**config.mk**
```make
export PLATFORM = sky130hd
export DESIGN_NAME = regfile_seqclr
export DESIGN_NICKNAME = d
export VERILOG_FILES = /design/src/rtl/regfile_seqclr.sv
export SDC_FILE = /design/constraint.sdc
export NUM_CORES = 1
export LEC_CHECK = 0
export ABC_AREA = 0
export CORE_MARGIN = 2
export CORE_UTILIZATION = 35
export CTS_CLUSTER_SIZE = 28
export DETAILED_ROUTE_END_ITERATION = 12
export SLEW_MARGIN = 20
export SYNTH_ARGS = -nofsm -noshare
export SYNTH_HDL_FRONTEND = slang
export SYNTH_SLANG_ARGS = --single-unit
```
**constraint.sdc**
```tcl
create_clock -name clk -period 3.3 [get_ports clk]
set_clock_uncertainty 0.05 [all_clocks]
set_input_delay 0.495 -clock clk [delete_from_list [all_inputs] [get_ports clk]]
set_output_delay 0.495 -clock clk [all_outputs]
set_load 0.05 [all_outputs]
```
**src/rtl/regfile_seqclr.sv**
```systemverilog
// Register file with sequenced clear: one write port, two combinational read ports, one register cleared per cycle.
// Optional macro REGFILE_BYPASS_EN adds same-cycle write-to-read forwarding in RUN.
module regfile_seqclr #(
  parameter int               WIDTH     = 16,
  parameter int               ADDR_W    = 3,
  parameter logic [WIDTH-1:0] CLEAR_VAL = '0
) (
  input  logic              clk,
  input  logic              rst,
  input  logic [WIDTH-1:0]  BUS,
  input  logic [ADDR_W-1:0] DR,
  input  logic              LD_REG,
  input  logic [ADDR_W-1:0] SR1,
  input  logic [ADDR_W-1:0] SR2,
  input  logic              CLR,
  output logic [WIDTH-1:0]  SR1_OUT,
  output logic [WIDTH-1:0]  SR2_OUT,
  output logic              READY
);

  localparam int DEPTH = 2 ** ADDR_W;

  typedef enum logic {
    ST_CLEAR = 1'b0,
    ST_RUN   = 1'b1
  } state_t;

  state_t            r_state;
  state_t            w_state_nxt;
  logic [ADDR_W-1:0] r_cnt;
  logic [ADDR_W-1:0] w_cnt_nxt;
  logic              w_we;
  logic [ADDR_W-1:0] w_waddr;
  logic [WIDTH-1:0]  w_wdata;
  logic [WIDTH-1:0]  r_mem [DEPTH];
  logic [WIDTH-1:0]  w_rd1;
  logic [WIDTH-1:0]  w_rd2;

  // NOTE: sequential state uses non-blocking assignments so every flop samples pre-edge values.
  always_ff @(posedge clk) begin
    r_state <= w_state_nxt;
    r_cnt   <= w_cnt_nxt;
  end

  // NOTE: every output of this block is defaulted first, so no path can infer a latch.
  always_comb begin
    w_state_nxt = r_state;
    w_cnt_nxt   = r_cnt;
    w_we        = 1'b0;
    w_waddr     = DR;
    w_wdata     = BUS;
    if (rst) begin
      w_state_nxt = ST_CLEAR;
      w_cnt_nxt   = '0;
    end else begin
      case (r_state)
        ST_CLEAR: begin
          w_we    = 1'b1;
          w_waddr = r_cnt;
          w_wdata = CLEAR_VAL;
          if (r_cnt == ADDR_W'(DEPTH - 1)) w_state_nxt = ST_RUN;
          else                             w_cnt_nxt   = r_cnt + ADDR_W'(1);
        end
        ST_RUN: begin
          if (CLR) begin
            w_state_nxt = ST_CLEAR;
            w_cnt_nxt   = '0;
          end else if (LD_REG) begin
            w_we = 1'b1;
          end
        end
        default: w_state_nxt = ST_CLEAR;
      endcase
    end
  end

  // NOTE: the array has no reset so it can map onto LUT RAM; the clear sequence initialises it instead.
  always_ff @(posedge clk) begin
    if (w_we) r_mem[w_waddr] <= w_wdata;
  end

`ifdef REGFILE_BYPASS_EN
  logic w_fwd;
  assign w_fwd = w_we && (r_state == ST_RUN);
  assign w_rd1 = (w_fwd && (DR == SR1)) ? BUS : r_mem[SR1];
  assign w_rd2 = (w_fwd && (DR == SR2)) ? BUS : r_mem[SR2];
`else
  assign w_rd1 = r_mem[SR1];
  assign w_rd2 = r_mem[SR2];
`endif

  // Contents are masked while clearing so stale or undefined data never escapes.
  assign SR1_OUT = (r_state == ST_RUN) ? w_rd1 : CLEAR_VAL;
  assign SR2_OUT = (r_state == ST_RUN) ? w_rd2 : CLEAR_VAL;
  assign READY   = (r_state == ST_RUN);

endmodule

```
==> summary.md <==
| Metric | Value |
|---|---|
| Status | `complete, no violations` |
| Max_cap viols | `0` |
| CP Cell Sequence | `clkdlybuf4s50_1 > buf_4 > nand2b_1 > buf_4 > o21ai_0 > a221oi_1 > buf_12` |
| Grt peak-use layer | `met2` |
| Buffers inserted by post-CTS timing repair | `0` |
| Iter 0 DRT Violations | `398` |
| Hold bufs inserted after CTS | `0` |
| DRT Wirelength | `17000 um` |
| CTS resizes | `0` |
| DRT Pass-1 Iters | `4` |
| Filler Cell Count | `1632` |
| Avg Vias per Cell | `5.49` |
| Area of the mapped netlist | `6620 um^2` |
| HP Start | `r_cnt[0]` |
| # H-tree levels | `4` |
| Setup crit end kind | `output port` |
| Routability cong. | `0.774` |
| Worst-Skew Late Latency | `410 ps` |
| Die H | `142 um` |
| Number of global-route vias before repair | `4255` |
| Distinct cells, synth | `34` |
| R2R setup slack | `1000 ps` |
| Worst Hold End | `r_cnt[0]` |
| Global route total overflow | `0` |
| CP peak stage delay | `510 ps` |
| Final worst path period need | `3020 ps` |
| Critical Path AT | `2480 ps` |
| Most frequent cells in the layout | `edfxtp_1 (128), buf_4 (37), o21ai_0 (35)` |
| Final TNS setup | `0 ps` |
| Final worst-path cycle share | `91.5%` |
| Crit Reg-Reg Startpoint | `READY` |
| DP Wirelength | `11000 um` |
| Number of nets with antenna violations after routing | `0` |
| Unrepaired setup endpoints after global routing | `no` |
| I/O pin cnt | `62` |
| Row cnt | `50` |
| Worst-case reg-to-reg path depth | `5` |
| Synth Warn # | `0` |
| Max FO, Critical Path | `7` |
| CP Class | `input port to output port` |
| Tot Pwr | `4.01 mW` |
| Most common cell on crit path | `buf_4` |
| Crit path launch type | `input port` |
| First-pass GRT wire length | `25700 um` |
| Register area share after synthesis | `59.2%` |
| CP required | `2750 ps` |
| Area contributors post-synth | `edfxtp_1 (58%), mux4_2 (7.8%), mux2_2 (5.4%)` |
| Slew HR | `52.2%` |
| Mapped Cells | `415` |
| Initial antenna violation count | `0` |
| CTS tree | `built` |
| Most common cell after layout, fill and taps aside | `edfxtp_1` |
| Slew Viols, Final | `0` |
| Yosys top cell area share | `58.0%` |
| # port buffers | `61` |
| Fmax | `0.331 GHz` |
| Remaining DRCs | `0` |
| Drt wl/cell | `23.0 um` |
| Met3 GRT Util | `4.32%` |
| Die area | `20000 um^2` |
| Worst hold path class | `flop to flop` |
| Slowest cell on crit path | `clkdlybuf4s50_1` |
| Measured slew at the worst slew-check pin | `715 ps` |
| Starting density of the core | `35.5%` |
| Global routing met2 resource utilization | `29.0%` |
| Stages on worst setup path | `7` |
| Power Density | `486 nW/um^2` |
| Reg clk slew, reported paths | `50 ps` |
| Die Wd | `142 um` |
| Crit path from | `SR2[1]` |
| Root buf cell | `clkbuf_16` |
| Clock sink total | `132` |
| WP buf/inv | `4` |
| CTS Buffer Depth | `2` |
| TritonCTS Buffers | `17` |
| Vias post-DR | `4055` |
| NumNets Final | `524` |
| M1 GR Usage | `23.6%` |
| Layout area overhead | `24.6%` |
| Yosys reg bits | `132` |
| Largest area contributor in the netlist | `edfxtp_1` |
| Total Routing Usage GR | `17.7%` |
| Cell family with most CP delay | `buffers and inverters` |
| Hold Path Depth | `2` |
| Final hold vios | `0` |
| Final setup fails | `0` |
| Peak supply drop | `0.354 mV` |
| Syn_nets | `446` |
| Pin count of the biggest net entering global routing | `31` |
| Diodes inserted | `0` |
| Core Footprint | `18600 um^2` |
| Share of layout cells above drive strength 1 | `31.5%` |
| Pleak | `2.97 nW` |
| Syn_area_per_cell | `16.0 um^2` |
| Reg-to-reg endpoint | `r_mem[0][10]` |
[worst min-delay path: stages, from the launching register on]
cell and delay, ps:
dfxtp_1 340, o21ai_0 90, a21oi_1 60
[through the flow]
step	instance area (um^2)	worst slack (ps)	instances	utilization [%]	hold WS, ps
floorplan	6620	240	415	-	439
detailed placement	7720	282	708	41.4	489
finish	8250	280	738	44.2	494
global route	8250	141	738	44.2	535
global placement	7710	184	708	41.4	463
CTS	8250	250	738	44.2	496
[routing by layer]
metal	wire length, um	up-vias
li1	-	1823
met1	7670	2093
met2	8280	127
met3	854	12
met4	153	0
met5	0	-
[registers in the layout, summed over array words and instances, names as in the netlist]
| signal | cells |
|---|---|
| READY | 1 |
| r_mem | 128 |
| r_cnt | 3 |
[Yosys cell counts, drive strengths merged]
master    n
o21bai    1
or3       1
nand2b    3
mux4     32
nor4b     2
dfxtp     4
mux2     32
buf      19
edfxtp  128
inv      34
a31oi     4
mux2i    32
o21ai    35
a221oi   32
nor2     14
nor2b     2
and2     16
a21oi     3
nor4bb    2
or2       1
nor4      1
a21o      1
ha        2
nand2     2
clkbuf   11
nand4b    1
[power breakdown]
group	internal [mW]	switching (mW)
combinational	0.156	0.207
sequential	1.89	0.0218
clock	1.08	0.649
[layout make-up]
class                   count  area [um^2]  share of cell area, %
flip-flops and latches    132         3920                   47.6
clock buffers              21          440                   5.34
multi-input cells         219         2360                   28.6
well taps                 234          293                   3.55
repair buffers             89         1020                   12.3
clock inverters             9         88.8                   1.08
inverters                  34          128                   1.55
[cells by family (layout without fill, tap and decap cells)]
| kind of cell | count (synthesis) | after routing | synth area share [%] |
|---|---|---|---|
| buffers and inverters | 64 | 153 | 5.31 |
| adder cells (fa/ha/maj) | 2 | 2 | 0.378 |
| multiplexers | 96 | 96 | 21.7 |
| flip-flops | 132 | 132 | 59.2 |
| AO/OA/AOI/OAI | 76 | 76 | 9.41 |
| AND/OR/NAND/NOR | 45 | 45 | 3.99 |
[how the worst max path moves through the flow]
stage                   to  slack [ps]
2_1_floorplan   SR2_OUT[5]         240
3_5_place_dp    SR2_OUT[3]         280
4_1_cts        SR2_OUT[15]         250
5_1_grt        SR2_OUT[15]         140
3_3_place_gp    SR1_OUT[5]         180
6_report       SR2_OUT[15]         280
(Power assumes the default switching activity.)
